===== config.mk =====
export PLATFORM = sky130hd
export DESIGN_NAME = cc_alu_seq
export DESIGN_NICKNAME = d
export VERILOG_FILES = /design/src/rtl/cc_alu_seq.sv
export SDC_FILE = /design/constraint.sdc
export NUM_CORES = 1
export LEC_CHECK = 0
export ABC_AREA = 0
export ABC_CLOCK_PERIOD_IN_PS = 4190
export CAP_MARGIN = 20
export CORE_ASPECT_RATIO = 2
export CORE_MARGIN = 5
export CORE_UTILIZATION = 30
export CTS_CLUSTER_DIAMETER = 200
export DETAILED_ROUTE_END_ITERATION = 8
export DONT_BUFFER_PORTS = 1
export SETUP_SLACK_MARGIN = 0.5
export SYNTH_ARGS = -nofsm -noshare
export SYNTH_HDL_FRONTEND = slang
export SYNTH_SLANG_ARGS = --single-unit

===== constraint.sdc =====
create_clock -name CC_ALU_SEQ_CLOCK_50 -period 4.19 [get_ports CC_ALU_SEQ_CLOCK_50]
set_clock_uncertainty 0.2 [all_clocks]
set_input_delay 0.6285 -clock CC_ALU_SEQ_CLOCK_50 [delete_from_list [all_inputs] [get_ports CC_ALU_SEQ_CLOCK_50]]
set_output_delay 0.6285 -clock CC_ALU_SEQ_CLOCK_50 [all_outputs]
set_load 0.02 [all_outputs]

===== src/rtl/cc_alu_seq.sv =====
// cc_alu_seq: sequential ALU with single-cycle logic/arithmetic, bit-serial
// shifts, and iterative unsigned multiply/divide. Condition codes live in a
// registered flag set; outputs are active-low as on the original datapath.
//
// Handshake: start is a request that is taken (operands and opcode latched) on
// a rising edge only when the unit can accept -- idle with nothing pending,
// on the edge that completes a single-cycle op, or on the done edge of a
// multi-cycle op. A start seen at any other edge is dropped, not queued.
// done pulses for exactly one cycle on the edge the result registers.
`timescale 1ns/1ps
module cc_alu_seq #(
  parameter int DATAWIDTH_BUS           = 32,
  parameter int DATAWIDTH_ALU_SELECTION = 4,
  parameter int DATAWIDTH_SHAMT         = $clog2(DATAWIDTH_BUS)
) (
  input  logic                               CC_ALU_SEQ_CLOCK_50,
  input  logic                               CC_ALU_SEQ_RESET_InLow,
  input  logic                               CC_ALU_SEQ_start_InHigh,
  input  logic [DATAWIDTH_ALU_SELECTION-1:0] CC_ALU_SEQ_selection_InBUS,
  input  logic [DATAWIDTH_BUS-1:0]           CC_ALU_SEQ_dataA_InBUS,
  input  logic [DATAWIDTH_BUS-1:0]           CC_ALU_SEQ_dataB_InBUS,
  output logic                               CC_ALU_SEQ_busy_OutHigh,
  output logic                               CC_ALU_SEQ_done_OutHigh,
  output logic [DATAWIDTH_BUS-1:0]           CC_ALU_SEQ_data_OutBUS,
  output logic [DATAWIDTH_BUS-1:0]           CC_ALU_SEQ_Y_OutBUS,
  output logic                               CC_ALU_SEQ_overflow_OutLow,
  output logic                               CC_ALU_SEQ_carry_OutLow,
  output logic                               CC_ALU_SEQ_negative_OutLow,
  output logic                               CC_ALU_SEQ_zero_OutLow,
  output logic                               CC_ALU_SEQ_setcc_OutHigh
);
  localparam int W  = DATAWIDTH_BUS;
  localparam int SW = DATAWIDTH_ALU_SELECTION;
  localparam int CW = DATAWIDTH_SHAMT + 1;

  typedef logic [SW-1:0] op_t;
  localparam op_t OP_SUBCC  = SW'(0);
  localparam op_t OP_ORCC   = SW'(1);
  localparam op_t OP_NORCC  = SW'(2);
  localparam op_t OP_ADDCC  = SW'(3);
  localparam op_t OP_ANDCC  = SW'(4);
  localparam op_t OP_AND    = SW'(5);
  localparam op_t OP_OR     = SW'(6);
  localparam op_t OP_NOR    = SW'(7);
  localparam op_t OP_ADD    = SW'(8);
  localparam op_t OP_SLL    = SW'(9);
  localparam op_t OP_SRL    = SW'(10);
  localparam op_t OP_SRA    = SW'(11);
  localparam op_t OP_UMULCC = SW'(12);
  localparam op_t OP_UDIVCC = SW'(13);
  localparam op_t OP_XOR    = SW'(14);

  typedef enum logic [1:0] {ST_IDLE, ST_SHIFT, ST_MUL, ST_DIV} state_t;

  state_t        state_q, state_d;
  logic          pend_q, pend_d;      // an accepted op waits in IDLE for decode
  op_t           op_q, op_d;
  logic [W-1:0]  a_q, a_d, b_q, b_d;
  logic [W-1:0]  acc_q, acc_d;        // shift value / MUL low word / DIV quotient
  logic [W-1:0]  hi_q, hi_d;          // MUL high word / DIV partial remainder
  logic [CW-1:0] cnt_q, cnt_d;
  logic [W-1:0]  data_q, data_d, y_q, y_d;
  logic          n_q, n_d, z_q, z_d, c_q, c_d, v_q, v_d; // asserted-high inside
  logic          done_q, done_d, setcc_q, setcc_d;

  logic [DATAWIDTH_SHAMT-1:0] shamt;
  logic          is_shift, is_cc, can_accept;
  logic [W:0]    add_w, sub_w, mul_sum, div_sh, div_df;
  logic [W-1:0]  sc_res, shift_nx, mul_hi_nx, mul_lo_nx, div_rem_nx, div_quo_nx;
  logic          sc_c, sc_v, div_ge;

  assign shamt    = b_q[DATAWIDTH_SHAMT-1:0];
  assign is_shift = (op_q == OP_SLL) || (op_q == OP_SRL) || (op_q == OP_SRA);
  assign is_cc    = (op_q == OP_SUBCC) || (op_q == OP_ORCC) || (op_q == OP_NORCC) ||
                    (op_q == OP_ADDCC) || (op_q == OP_ANDCC);

  // Single-cycle result plus carry/overflow, from the latched operands
  always_comb begin
    add_w  = {1'b0, a_q} + {1'b0, b_q};
    sub_w  = {1'b0, a_q} - {1'b0, b_q};
    sc_res = a_q;
    sc_c   = 1'b0;
    sc_v   = 1'b0;
    case (op_q)
      OP_SUBCC: begin
        sc_res = sub_w[W-1:0];
        sc_c   = sub_w[W];  // borrow: A < B unsigned
        sc_v   = (a_q[W-1] != b_q[W-1]) && (sub_w[W-1] != a_q[W-1]);
      end
      OP_ADDCC: begin
        sc_res = add_w[W-1:0];
        sc_c   = add_w[W];
        sc_v   = (a_q[W-1] == b_q[W-1]) && (add_w[W-1] != a_q[W-1]);
      end
      OP_ORCC, OP_OR:   sc_res = a_q | b_q;
      OP_NORCC, OP_NOR: sc_res = ~(a_q | b_q);
      OP_ANDCC, OP_AND: sc_res = a_q & b_q;
      OP_ADD:           sc_res = add_w[W-1:0];
      OP_XOR:           sc_res = a_q ^ b_q;
      default:          sc_res = a_q;  // PASS A, and shifts by zero
    endcase
  end

  // One iteration each of the shifter, shift-add multiplier and restoring divider
  always_comb begin
    case (op_q)
      OP_SLL:  shift_nx = {acc_q[W-2:0], 1'b0};
      OP_SRA:  shift_nx = {acc_q[W-1], acc_q[W-1:1]};
      default: shift_nx = {1'b0, acc_q[W-1:1]};
    endcase
    mul_sum    = {1'b0, hi_q} + (acc_q[0] ? {1'b0, b_q} : {(W+1){1'b0}});
    mul_hi_nx  = mul_sum[W:1];
    mul_lo_nx  = {mul_sum[0], acc_q[W-1:1]};
    div_sh     = {hi_q, acc_q[W-1]};
    // Compare rather than test the borrow so divide-by-zero yields all-ones
    div_ge     = (div_sh >= {1'b0, b_q});
    div_df     = div_sh - {1'b0, b_q};
    div_rem_nx = div_ge ? div_df[W-1:0] : div_sh[W-1:0];
    div_quo_nx = {acc_q[W-2:0], div_ge};
  end

  // Control FSM: decode the pending op, iterate, complete, accept next request
  always_comb begin
    state_d = state_q;  pend_d = pend_q;  op_d = op_q;
    a_d = a_q;  b_d = b_q;  acc_d = acc_q;  hi_d = hi_q;  cnt_d = cnt_q;
    data_d = data_q;  y_d = y_q;
    n_d = n_q;  z_d = z_q;  c_d = c_q;  v_d = v_q;
    done_d = 1'b0;  setcc_d = 1'b0;  can_accept = 1'b0;
    case (state_q)
      ST_IDLE: begin
        if (!pend_q) begin
          can_accept = 1'b1;
        end else begin
          pend_d = 1'b0;
          if (is_shift && (shamt != '0)) begin
            state_d = ST_SHIFT;  cnt_d = CW'(shamt);  acc_d = a_q;
          end else if (op_q == OP_UMULCC) begin
            state_d = ST_MUL;  cnt_d = CW'(W);  acc_d = a_q;  hi_d = '0;
          end else if (op_q == OP_UDIVCC) begin
            state_d = ST_DIV;  cnt_d = CW'(W);  acc_d = a_q;  hi_d = '0;
          end else begin
            data_d = sc_res;  done_d = 1'b1;  can_accept = 1'b1;
            if (is_cc) begin
              n_d = sc_res[W-1];  z_d = (sc_res == '0);  c_d = sc_c;  v_d = sc_v;
              setcc_d = 1'b1;
            end
          end
        end
      end
      ST_SHIFT: begin
        acc_d = shift_nx;  cnt_d = cnt_q - CW'(1);
        if (cnt_q == CW'(1)) begin
          data_d = shift_nx;  done_d = 1'b1;  state_d = ST_IDLE;  can_accept = 1'b1;
        end
      end
      ST_MUL: begin
        acc_d = mul_lo_nx;  hi_d = mul_hi_nx;  cnt_d = cnt_q - CW'(1);
        if (cnt_q == CW'(1)) begin
          data_d = mul_lo_nx;  y_d = mul_hi_nx;
          n_d = mul_lo_nx[W-1];  z_d = (mul_lo_nx == '0);
          c_d = 1'b0;  v_d = (mul_hi_nx != '0);
          done_d = 1'b1;  setcc_d = 1'b1;  state_d = ST_IDLE;  can_accept = 1'b1;
        end
      end
      ST_DIV: begin
        acc_d = div_quo_nx;  hi_d = div_rem_nx;  cnt_d = cnt_q - CW'(1);
        if (cnt_q == CW'(1)) begin
          data_d = div_quo_nx;  y_d = div_rem_nx;
          n_d = div_quo_nx[W-1];  z_d = (div_quo_nx == '0);
          c_d = 1'b0;  v_d = (b_q == '0);
          done_d = 1'b1;  setcc_d = 1'b1;  state_d = ST_IDLE;  can_accept = 1'b1;
        end
      end
      default: state_d = ST_IDLE;
    endcase
    if (can_accept && CC_ALU_SEQ_start_InHigh) begin
      pend_d = 1'b1;
      op_d   = CC_ALU_SEQ_selection_InBUS;
      a_d    = CC_ALU_SEQ_dataA_InBUS;
      b_d    = CC_ALU_SEQ_dataB_InBUS;
    end
  end

  // State and datapath registers; reset aborts any operation in flight
  always_ff @(posedge CC_ALU_SEQ_CLOCK_50 or negedge CC_ALU_SEQ_RESET_InLow) begin
    if (!CC_ALU_SEQ_RESET_InLow) begin
      state_q <= ST_IDLE;  pend_q <= 1'b0;  op_q <= '0;
      a_q <= '0;  b_q <= '0;  acc_q <= '0;  hi_q <= '0;  cnt_q <= '0;
      data_q <= '0;  y_q <= '0;
      n_q <= 1'b0;  z_q <= 1'b0;  c_q <= 1'b0;  v_q <= 1'b0;
      done_q <= 1'b0;  setcc_q <= 1'b0;
    end else begin
      state_q <= state_d;  pend_q <= pend_d;  op_q <= op_d;
      a_q <= a_d;  b_q <= b_d;  acc_q <= acc_d;  hi_q <= hi_d;  cnt_q <= cnt_d;
      data_q <= data_d;  y_q <= y_d;
      n_q <= n_d;  z_q <= z_d;  c_q <= c_d;  v_q <= v_d;
      done_q <= done_d;  setcc_q <= setcc_d;
    end
  end

  assign CC_ALU_SEQ_busy_OutHigh    = (state_q != ST_IDLE);
  assign CC_ALU_SEQ_done_OutHigh    = done_q;
  assign CC_ALU_SEQ_setcc_OutHigh   = setcc_q;
  assign CC_ALU_SEQ_data_OutBUS     = data_q;
  assign CC_ALU_SEQ_Y_OutBUS        = y_q;
  assign CC_ALU_SEQ_negative_OutLow = ~n_q;
  assign CC_ALU_SEQ_zero_OutLow     = ~z_q;
  assign CC_ALU_SEQ_carry_OutLow    = ~c_q;
  assign CC_ALU_SEQ_overflow_OutLow = ~v_q;
endmodule


==> results of run 1 <==
==> cell usage after synthesis (all sizes together), types with 16 or more instances <==
cell type / instances
o21bai: 21
or3: 22
and3: 16
nand2b: 26
mux2i: 38
a21oi: 218
nand4: 16
a221o: 52
a211oi: 57
a21o: 47
clkbuf: 132
mux2: 16
nand2: 225
a31oi: 21
nor4: 34
a22o: 30
buf: 16
xnor2: 54
ha: 162
xor2: 20
and2: 45
o211ai: 27
nor3: 46
o21ai: 227
inv: 124
nor2: 207
dfrtp: 211
o21a: 21
nand3: 53
nor2b: 27
==> critical path, cell delays in order, from the launching register on <==
cell and delay, ns:
dfrtp_1 0.39, buf_6 0.13, ha_4 0.13, inv_2 0.04
fa_2 0.37, nand2b_4 0.16, a211oi_2 0.18, buf_4 0.15
nor3_1 0.04, or2_4 0.25, o31ai_4 0.22, buf_4 0.16
mux2i_2 0.08, o32ai_4 0.37, nand4_1 0.40, nor4_4 0.30
buf_4 0.16, nand4_1 0.13, nand4bb_1 0.24, o21ai_1 0.15
==> registers in the layout (all words and copies together), names as in the netlist, 2 cells and up <==
| signal | cells |
|---|---|
| CC_ALU_SEQ_Y_OutBUS | 32 |
| hi_q | 32 |
| state_q | 2 |
| b_q | 32 |
| CC_ALU_SEQ_data_OutBUS | 32 |
| cnt_q | 6 |
| a_q | 32 |
| op_q | 4 |
| acc_q | 32 |
==> area by class of cell <==
| type | count | area, um^2 |
|---|---|---|
| flip-flops and latches | 211 | 5306 |
| inverters | 125 | 479.2 |
| clock buffers | 30 | 631.9 |
| well taps | 792 | 991.0 |
| multi-input cells | 1919 | 14300 |
| fillers | 6301 | 36690 |
| repair buffers | 511 | 4297 |
| clock inverters | 10 | 95.09 |
==> logic make-up (layout without fill, tap and decap cells) <==
group / Yosys count / after routing / share of synthesized area [%]
multiplexers: 54 / 54 / 2.946
adder cells (fa/ha/maj): 166 / 166 / 11.08
buffers and inverters: 273 / 676 / 5.465
AO/OA/AOI/OAI: 875 / 875 / 30.73
flip-flops: 211 / 211 / 27.75
AND/OR/NAND/NOR: 750 / 750 / 18.63
XOR/XNOR: 74 / 74 / 3.407
==> metal layers <==
layer	up-vias	wire [um]	global-route usage [%]
met4	0	9718	21.07
met2	909	47200	46.86
li1	9615	-	-
met5	-	0	0
met3	357	5479	3.840
met1	10370	32220	26.46
==> worst paths after layout <==
path | depth (start not counted) | endpoint | slack [ns]
max | 19 | z_q$_DFFE_PN0P_ | -0.15
min | 0 | a_q[4]$_DFFE_PN0P_ | -0.46
min in group CC_ALU_SEQ_CLOCK_50 | 2 | a_q[1]$_DFFE_PN0P_ | 0.01
max in group asynchronous | 0 | v_q$_DFFE_PN0P_ | 3.92
min reg2reg | 2 | acc_q[21]$_DFFE_PN0P_ | 0.34
max reg2reg | 19 | z_q$_DFFE_PN0P_ | -0.15
==> through the flow <==
stage | area (um^2) | hold slack, ns | utilization, %
CTS | 25160 | -0.4701 | 40.07
finish | 26100 | -0.4583 | 41.56
global route | 26100 | -0.4586 | 41.56
detailed placement | 22650 | 0.1438 | 36.08
global placement | 22650 | 0.1442 | 36.08
floorplan | 19090 | 0.1329 | -
==> what timing repair did <==
item / 4_1_cts / 5_1_grt
pin swaps: 86 / 71
hold endpoints to repair: 251 / 211
setup endpoints to repair: 92 / 89
gates cloned: 5 / 0
gates resized for setup: 201 / 174
setup buffers: 46 / 23
==> results.txt, run 1 <==
Counting flops with an async set or reset pin after synthesis yields a share of 100.0%. The die outline height is 366.1 um. The number of nets at the end of the flow came out at around 3000.

The cell count after synthesis came out at around 2400. In this run the mean area of a mapped cell was just under 8 um^2. Routability-driven placement finished with a final weighted congestion of about 1.0.

The remaining antenna violation count after routing is 0. In the layout the commonest cells are 418 x buf_4, 220 x nand2_1, 193 x nor2_1. Yosys attributes the largest share of cell area to dfrtp_1 28%, ha_1 11%, o21ai_0 5.8%. TritonCTS built the clock tree. The startpoint of the most critical register-to-register path is a_q[0]$_DFFE_PN0P_. The via count of the first global-routing pass came out at between 20000 and 25000. The layout cell share with drive strength beyond 1 came out at between 20% and 30%.

For this run, the top clock speed supported by timing is 230.2 MHz. The number of hold-repair buffers added at the cts stage is 40. The horizontal extent of the die came out at 188.1 um.

The run finished, with violations left. The number of slew-limit violations in the final report is 0. The worst setup path is captured at a flop.

The tightest min-delay check is of the input pin to async pin type. The worst-case clock buffer depth is 3. Entering global routing, the biggest net connects between 200 and 250 pins.

The max-capacitance violation count came out at 0. Buffers inserted during clock tree synthesis total 23. The hold violation total from the final report came out at roughly 210. In this run the worst setup path begins at a_q[0]$_DFFE_PN0P_. Setup repair after global routing could not meet its margin everywhere. The sequential cell area fraction in the yosys report came out at 27.75%. The worst setup slack after layout came out at -0.1543 ns. The ratio of final minimum period to clock period is 103.7%.

The number of standard cells in the layout, taps in and fillers out came out at 3598. The final reports fail on negative hold slack, negative setup slack. The number of buffers added on ports is 0. The number of placed cells counting well taps is between 3000 and 4000. For this block, the routed nets add up to around 95000 um of wire. The smallest hold slack is -0.4583 ns. The number of synthesis warnings came out at 0. The tree is rooted in a clkbuf_16. STA classifies the critical path startpoint as a flop.

The number of different library cells in the post-synthesis netlist is 90. Counting flops with a built-in enable in the synthesized netlist gives 0. The post-placement worst setup slack is -1.087 ns.

The total iterations of the first detailed-routing run is 6. The area of the core region is ~63000 um^2. The critical path is of the flop to flop type.

The average via count per standard cell came out at about 5.9. The dominant register cell in the synthesized netlist is dfrtp_1. After detailed routing, the number of remaining DRC violations is 0. The clock sink count is ~210.

The dominant cell type by area after synthesis is dfrtp_1. CTS built an H-tree with a depth of 1. The later pin in the worst-skew pair is clocked with a latency of between 0.5 and 0.6 ns. The highest fanout seen on the critical path came out at 3. The transition at the pin with the smallest max-transition slack is 0.9374 ns. 142 I/O pins were placed. The HPWL after detailed placement came out at ~70000 um. The most common library cell in the layout ignoring fill and taps is buf_4. The area overhead of the layout relative to synthesis is 37.17%. Counting flops and latches in the post-synthesis netlist gives roughly 210.

The net count after synthesis came out at roughly 2600. After routing, the total negative slack on setup checks comes to -0.1926 ns. The full die area came out at 68860 um^2. The data arrival time of the critical path is 4.65 ns. The total track usage came out at between 20% and 30%. The DRC marker count from the first detailed-route iteration is ~1700. Summed over all layers, the global routing overflow is 0. The clock period minus final worst setup slack is around 4.3 ns.

Data on the critical path is required at its endpoint by 4.49 ns. The starting density of the core is about 30%. The number of antenna violations at the first check in global routing was 0. The antenna cell count is 0.

The mean routed wirelength per cell came out at approximately 26 um. The worst max-slew margin expressed relative to the limit came out at roughly 37%. The wire length of the first global-routing pass is roughly 140000 um.

The vias after detailed routing came out at ~21000. The standard-cell row count came out at between 100 and 150. The mapped netlist covers between 15000 and 20000 um^2. The clock slew at the register clock pins of the worst setup and hold paths is approximately 0.09 ns. Summed over its instances, the top area cell type makes up between 20% and 30% of the synthesized netlist area. Setup violations remaining at the end of the flow were counted as 2.
Power of run 1 is not shown: default switching activity piles up to over one toggle a cycle in this logic, so the estimate is an artifact.
==> run 2: changes to the inputs <==
MAX_ROUTING_LAYER = met4   (was default)
==> results.txt, run 2 (synthesis gave the netlist of run 1 again) <==
TritonCTS built the clock tree. The level count of the clock H-tree came out at 1 (unchanged). The data arrival time of the critical path came out at 4.43 ns (-0.22 ns).

The max-capacitance violation count came out at 0 (unchanged). The DRC marker count from the first detailed-route iteration is 1587 (-7.7%). The die outline height came to 366.1 um (unchanged). The remaining antenna violation count after routing was 0 (unchanged). The via count of the first global-routing pass came out at 22250 (+0.39%). The sort of element at the end of the critical path is a flop. The total iterations of the first detailed-routing run came out at 6 (unchanged). The post-layout utilization of the core came out at 42.60% (+1.0 points). The worst reg2reg path depth came out at 19 (unchanged). The buffer type at the clock tree root is clkbuf_16.

The worst min-delay path category is input pin to async pin. The delay of the slowest cell on the worst path came to 0.46 ns (+0.06 ns). The largest net degree at the start of global routing is 212 (unchanged).

The number of placed cells counting well taps is 3443 (-0.029%). The number of antenna violations at the first check in global routing came out at 1 (+1). Tracing the worst setup path back leads to its startpoint at b_q[0]$_DFFE_PN0P_. The hold violation total from the final report came out at 211 (unchanged). The area of the core region came out at 62790 um^2 (unchanged). The total track usage is 27.04% (+0.95 points). The worst register-to-register path begins at b_q[0]$_DFFE_PN0P_. The worst-case clock buffer depth is 3 (unchanged).

The routed wire length is 95230 um (+0.65%). The starting density of the core came to 30.30% (unchanged). The reg-to-reg setup timing slack is 0.02 ns (+0.18 ns). The total of endpoints with negative setup slack in the final report came out at 0 (-2). The number of slew-limit violations in the final report came out at 0 (unchanged). The standard-cell row count is 130 (unchanged).

The number of buffers added by the clock tree synthesis step came out at 24 (+4.3%). The total negative slack for setup checks came out at 0 ns (+0.1926 ns). The startpoint type of the worst setup path is a flop.

The most common library cell in the layout ignoring fill and taps is buf_4. The last weighted congestion value of the routability-driven placer is 1.011 (+0.43%). The horizontal extent of the die came out at 188.1 um (unchanged). The remaining routing DRC violations is 0 (unchanged).

The full die area came out at 68860 um^2 (unchanged). The top cell types in the final layout, fill and taps aside, are 409 x buf_4, 216 x nand2_1, 195 x dfrtp_1. The number of buffers added on ports is 0 (unchanged). The transition at the pin with the smallest max-transition slack is 0.8050 ns (-0.1325 ns). The clock latency on the worst-skew pair is 0.59 ns (about the same).

The required time of the worst setup path came out at 4.45 ns (-0.04 ns). The ratio of final minimum period to clock period is 99.46% (-4.2 points). The I/O pin count was 142 (unchanged). The flow ran to the end, but the final reports show violations. The achievable clock frequency came out at 240.0 MHz (+4.2%). Setup repair after global routing could not meet its margin everywhere. The critical path is of the flop to flop type.

The HPWL after detailed placement came to 72070 um (+0.92%). The average via count per standard cell came to 5.901 (about the same). The global-route congestion overflow total is 0 (unchanged). Traced cell by cell, the critical path runs through buf_4, and2_4, ha_4, fa_2, a21oi_4, o211ai_1, buf_4, buf_4, o21a_1, a21oi_1, xnor2_1, nor2_2, nand4bb_4, nor4_4, buf_4, and4_1, and3_4, a31oi_2, o32a_1. The highest fanout seen on the critical path came to 4 (+1).

The number of nets at the end of the flow is 3036 (+0.26%). Among all stages on the critical path, the largest delay is contributed by dfrtp_2. The cell repeated most along the worst path is buf_4.

The number of hold-repair buffers added at the cts stage is 35 (-13%). The mean routed wirelength per cell came out at 26.38 um (+0.32%). The wire length of the first global-routing pass is 138800 um (+0.34%). In this run the worst setup path terminates at v_q$_DFFE_PN0P_. The clock sink count came out at 211 (unchanged). The number of standard cells in the layout, taps in and fillers out is 3610 (+0.33%).

The worst max-slew margin expressed relative to the limit is 46.34% (+9.0 points). The vias after detailed routing is 21300 (+0.26%). The clock slew at the register clock pins of the worst setup and hold paths was 0.07 ns (-0.02 ns). The endpoint identified for the worst register-to-register timing path is v_q$_DFFE_PN0P_. The clock period minus final worst setup slack is 4.168 ns (-0.1768 ns). The checks that failed: negative hold slack. The smallest hold slack is -0.4388 ns (+0.01945 ns). Relative to the synthesized area, the layout overhead comes to 40.61%. The layout cell share with drive strength beyond 1 is 31.45% (+3.0 points).
[run 2: cell types whose count changed in the layout (fill, tap and decap cells not counted), moves of 8 or more]
cell	change
o21ai_2	+9
nor2_2	+12
buf_6	+11
a21oi_2	+18
o21ai_0	-13
mux2i_1	-11
nor2_1	-18
buf_4	-9
mux2i_4	+8
a21oi_1	-23
[run 2: layout make-up]
cell class              count  area [um^2]
diodes                      1        2.502
clock buffers              30        674.4
fillers                  6139        36040
well taps                 792        991.0
inverters                 125        480.5
multi-input cells        1919        14680
flip-flops and latches    211         5300
clock inverters            14        166.4
repair buffers            518         4453
[run 2: repair_timing]
action,in CTS,in global routing
setup endpoints to repair,91,89
gates resized for setup,300,204
setup buffers,55,27
gates cloned,5,0
hold endpoints to repair,246,211
pin swaps,105,134
[run 2: how the worst min path moves through the flow]
stage                                       from                                 end  slack [ns]  cells after the start
after floorplan           CC_ALU_SEQ_RESET_InLow  CC_ALU_SEQ_Y_OutBUS[0]$_DFFE_PN0P_        0.13                      0
after global placement    CC_ALU_SEQ_RESET_InLow                  b_q[3]$_DFFE_PN0P_        0.14                      0
after detailed placement  CC_ALU_SEQ_RESET_InLow  CC_ALU_SEQ_Y_OutBUS[0]$_DFFE_PN0P_        0.15                      0
after CTS                 CC_ALU_SEQ_RESET_InLow                  a_q[4]$_DFFE_PN0P_       -0.49                      0
after global routing      CC_ALU_SEQ_RESET_InLow                 hi_q[1]$_DFFE_PN0P_       -0.46                      0
final                     CC_ALU_SEQ_RESET_InLow                 hi_q[1]$_DFFE_PN0P_       -0.44                      0
[run 2: critical path: cells and delay by family, from the launching register on]
| kind | cells | cell delay (ns) |
|---|---|---|
| xor+xnor | 1 | 0.11 |
| simple gates | 6 | 1.04 |
| flops | 1 | 0.46 |
| buf+inv | 4 | 0.61 |
| fa+ha+maj | 2 | 0.53 |
| compound gates | 6 | 1.08 |
[run 2: per-layer routing]
metal	routed length [um]	global-route usage (%)
met5	0	-
met4	9704	21.60
met3	5367	3.639
met2	47570	46.72
met1	32600	27.10
[run 2: per-stage QoR]
| stage | instance area, um^2 | hold slack [ns] | worst slack [ns] |
|---|---|---|---|
| after CTS | 25620 | -0.4864 | -0.04825 |
| final | 26750 | -0.4388 | 0.02246 |
| after floorplan | 19090 | 0.1329 | 0.4442 |
| after global routing | 26750 | -0.4556 | -0.07246 |
| after global placement | 22690 | 0.1434 | -0.6902 |
| after detailed placement | 22690 | 0.1476 | -0.7345 |
Power of run 2 is left out for the same reason.
==> RTL change: new RTL, settings of run 2 <==
Register the outputs `CC_ALU_SEQ_busy_OutHigh`, `CC_ALU_SEQ_overflow_OutLow`, `CC_ALU_SEQ_carry_OutLow`, `CC_ALU_SEQ_negative_OutLow` and `CC_ALU_SEQ_zero_OutLow`, cleared by the reset; this adds one clock of latency there. The other outputs are not delayed to match.
--- a/src/rtl/cc_alu_seq.sv
+++ b/src/rtl/cc_alu_seq.sv
@@ -198,14 +198,24 @@
     end
   end
 
-  assign CC_ALU_SEQ_busy_OutHigh    = (state_q != ST_IDLE);
   assign CC_ALU_SEQ_done_OutHigh    = done_q;
   assign CC_ALU_SEQ_setcc_OutHigh   = setcc_q;
   assign CC_ALU_SEQ_data_OutBUS     = data_q;
   assign CC_ALU_SEQ_Y_OutBUS        = y_q;
-  assign CC_ALU_SEQ_negative_OutLow = ~n_q;
-  assign CC_ALU_SEQ_zero_OutLow     = ~z_q;
-  assign CC_ALU_SEQ_carry_OutLow    = ~c_q;
-  assign CC_ALU_SEQ_overflow_OutLow = ~v_q;
+  always_ff @(posedge CC_ALU_SEQ_CLOCK_50 or negedge CC_ALU_SEQ_RESET_InLow) begin
+    if (!CC_ALU_SEQ_RESET_InLow) begin
+      CC_ALU_SEQ_busy_OutHigh    <= '0;
+      CC_ALU_SEQ_overflow_OutLow <= '0;
+      CC_ALU_SEQ_carry_OutLow    <= '0;
+      CC_ALU_SEQ_negative_OutLow <= '0;
+      CC_ALU_SEQ_zero_OutLow     <= '0;
+    end else begin
+      CC_ALU_SEQ_busy_OutHigh    <= (state_q != ST_IDLE);
+      CC_ALU_SEQ_overflow_OutLow <= ~v_q;
+      CC_ALU_SEQ_carry_OutLow    <= ~c_q;
+      CC_ALU_SEQ_negative_OutLow <= ~n_q;
+      CC_ALU_SEQ_zero_OutLow     <= ~z_q;
+    end
+  end
 endmodule
 
Behaviour: not the same (a bounded check fails within 4 cycles, from zero or initial values and one cycle with CC_ALU_SEQ_RESET_InLow low).
==> RTL change against run 2 <==
  * The run ends with negative hold slack, negative setup slack left
  * Via count up 2.6%
  * Sequential cell count up 5
  * Maximum frequency down 1.1%
  * Cell count up 4.5%
  * Area after synthesis up 2.3%
  * Cell area up 2.2%
  * Setup slack worse by 47 ps
  * Wire length down 0.87%
  * Critical path type unchanged
  * Largest cell class unchanged
Power is not shown: default switching activity piles up to over one toggle a cycle in this logic, so the estimate is an artifact.
==> RTL change: results (changes against run 2) <==
.. list-table::
   :header-rows: 1

   * - Metric
     - Value
   * - Arrival time of the worst setup path
     - 4470 ps (+40 ps)
   * - Number of vias after detailed routing
     - 21900 (+2.6%)
   * - Clock-pin transition on the worst setup and hold timing paths
     - 80 ps
   * - Post-synth EDFFs
     - 0 (unchanged)
   * - Gate family responsible for the most delay along the worst path
     - compound AO/OA/AOI/OAI gates
   * - HPWL after detailed placement
     - 71600 um (-0.67%)
   * - Origin of the worst setup path
     - b_q[0]
   * - CTS Root Buffer Type
     - sky130_fd_sc_hd__clkbuf_16
   * - Skew-Pair Late Insertion Delay
     - 590 ps (about the same)
   * - Share of post-route cells with drive strength above 1
     - 30.3% (-1.1 points)
   * - Synthesized netlist net count
     - 2704 (+2.4%)
   * - Sequential share of the synthesized area
     - 27.8% (+0.029 points)
   * - Slew at the pin closest to its max-slew limit
     - 1110 ps (+307 ps)
   * - Count of port buffers added during placement
     - 0 (unchanged)
   * - Critical Path Max Stage Delay
     - 390 ps (-70 ps)
   * - Global routing usage summed across all routing layers
     - 26.3% (-0.69 points)
   * - Failing checks
     - negative hold slack, negative setup slack
   * - Number of antenna violations at the first check in global routing
     - 4 (+3)
   * - PnR worst setup slack
     - -25.0 ps (-47.4 ps)
   * - First-pass GRT wire length
     - 138000 um (-0.50%)
   * - CTS Buffer Depth
     - 3 (unchanged)
   * - Number of distinct library cells after synthesis
     - 93 (+3.3%)
   * - Result of the run
     - complete, but fails checks
   * - Largest net degree at the start of global routing
     - 217 (+2.4%)
   * - Leading post-synthesis cells by instance count
     - 264 x sky130_fd_sc_hd__a21oi_1, 240 x sky130_fd_sc_hd__nor2_1, 234 x sky130_fd_sc_hd__nand2_1
   * - Number of buffers inserted by hold repair at cts
     - 37 (+5.7%)
   * - Ys async rst share
     - 100% (unchanged)
   * - Number of global-route vias before repair
     - 22600 (+1.7%)
   * - Slowest-stage cell, CP
     - sky130_fd_sc_hd__dfrtp_1
   * - Critical path peak fanout
     - 4 (unchanged)
   * - Final routed wirelength across all metal layers
     - 94400 um (-0.87%)
   * - Number of design-rule violations left by the first detailed-router iteration
     - 1609 (+1.4%)
   * - Final-stage net count
     - 3123 (+2.9%)
   * - Minimum hold slack
     - -452 ps (-13.4 ps)
   * - Area contributors post-synth
     - sky130_fd_sc_hd__dfrtp_1 28%, sky130_fd_sc_hd__ha_1 10%, sky130_fd_sc_hd__a21oi_1 6.8%
   * - Total number of yosys warnings
     - 0 (unchanged)
   * - Number of H-tree levels
     - 1 (unchanged)
   * - TritonCTS Buffers
     - 23 (-4.2%)
   * - Number of setup violations in the final report
     - 1 (+1)
   * - Most used flip-flop cell after synthesis
     - sky130_fd_sc_hd__dfrtp_1
   * - Worst Hold Class
     - primary input to async pin
   * - Drt pass-1 iters
     - 5 (-1)
   * - Number of hold violations in the final report
     - 216 (+2.4%)
   * - Gp weighted congestion
     - 1.01 (-0.48%)
## RTL change: final timing paths
kind                                                 end  slack [ps]  cells after the start
worst max-delay path                                 v_q         -20                     22
worst min-delay path                             a_q[29]        -450                      0
worst max register to register                       v_q         -20                     22
worst min register to register    CC_ALU_SEQ_zero_OutLow         200                      1
max in group asynchronous                         a_q[7]        3830                      0
min in group CC_ALU_SEQ_CLOCK_50                  b_q[2]          10                      2
## RTL change: final cells by class
cell class	count	area, um2
well taps	871	1090
flip-flops and latches	216	5410
diodes	4	10.0
repair buffers	550	4720
multi-input cells	1966	14900
clock inverters	10	115
inverters	129	489
fillers	6457	37300
clock buffers	28	624
## RTL change: routing by layer
layer	vias up	wire [um]	GRT usage, %	part of all wire, %
met5	-	0	-	0
met4	0	9900	21.2	10
met3	431	5480	3.83	5.8
met2	949	47400	46.5	50
met1	10500	31600	25.3	33
li1	9953	-	-	-
## RTL change: cells by family after synthesis
kind of cell	after synthesis	synth area share, %
buf+inv	285	5.82
mux	50	2.68
xor+xnor	71	3.20
compound gates	925	31.6
fa+ha+maj	166	10.8
simple gates	754	18.1
flops	216	27.8
## RTL change: metrics by stage
step / cells / worst slack (ps) / cell area [um2] / hold WS [ps] / TNS [ps]
global placement: 3615 / -227 / 23400 / 141 / -836
global route: 3774 / -203 / 27300 / -447 / -391
finish: 3774 / -25.0 / 27300 / -452 / -25.0
CTS: 3743 / -16.0 / 26200 / -471 / -28.5
detailed placement: 3615 / -282 / 23400 / 142 / -900
floorplan: 2467 / 509 / 19500 / 133 / 0
## RTL change: timing repair
action                                  4_1_cts  5_1_grt
cloned                                        4        0
hold endpoints to repair                    253      216
buffers inserted                             49       27
pin swaps                                    71       81
resized for setup                           290      186
endpoints found under the setup margin       86       87
## RTL change: worst reg2reg max path: stages, from the launching register on
cell and delay, ps:
sky130_fd_sc_hd__dfrtp_1 390, sky130_fd_sc_hd__buf_6 120, sky130_fd_sc_hd__inv_4 60, sky130_fd_sc_hd__nor2_4 40, sky130_fd_sc_hd__ha_4 160, sky130_fd_sc_hd__fa_2 340
sky130_fd_sc_hd__a211oi_2 220, sky130_fd_sc_hd__buf_4 170, sky130_fd_sc_hd__o21ai_4 80, sky130_fd_sc_hd__a31oi_4 260, sky130_fd_sc_hd__buf_6 130, sky130_fd_sc_hd__buf_6 80
sky130_fd_sc_hd__buf_6 100, sky130_fd_sc_hd__o41ai_2 70, sky130_fd_sc_hd__buf_4 160, sky130_fd_sc_hd__a221oi_4 370, sky130_fd_sc_hd__buf_4 180, sky130_fd_sc_hd__o21ai_1 40
sky130_fd_sc_hd__a21boi_2 170, sky130_fd_sc_hd__nor3_1 200, sky130_fd_sc_hd__nand4b_1 250, sky130_fd_sc_hd__nor4_4 190, sky130_fd_sc_hd__a21oi_1 90
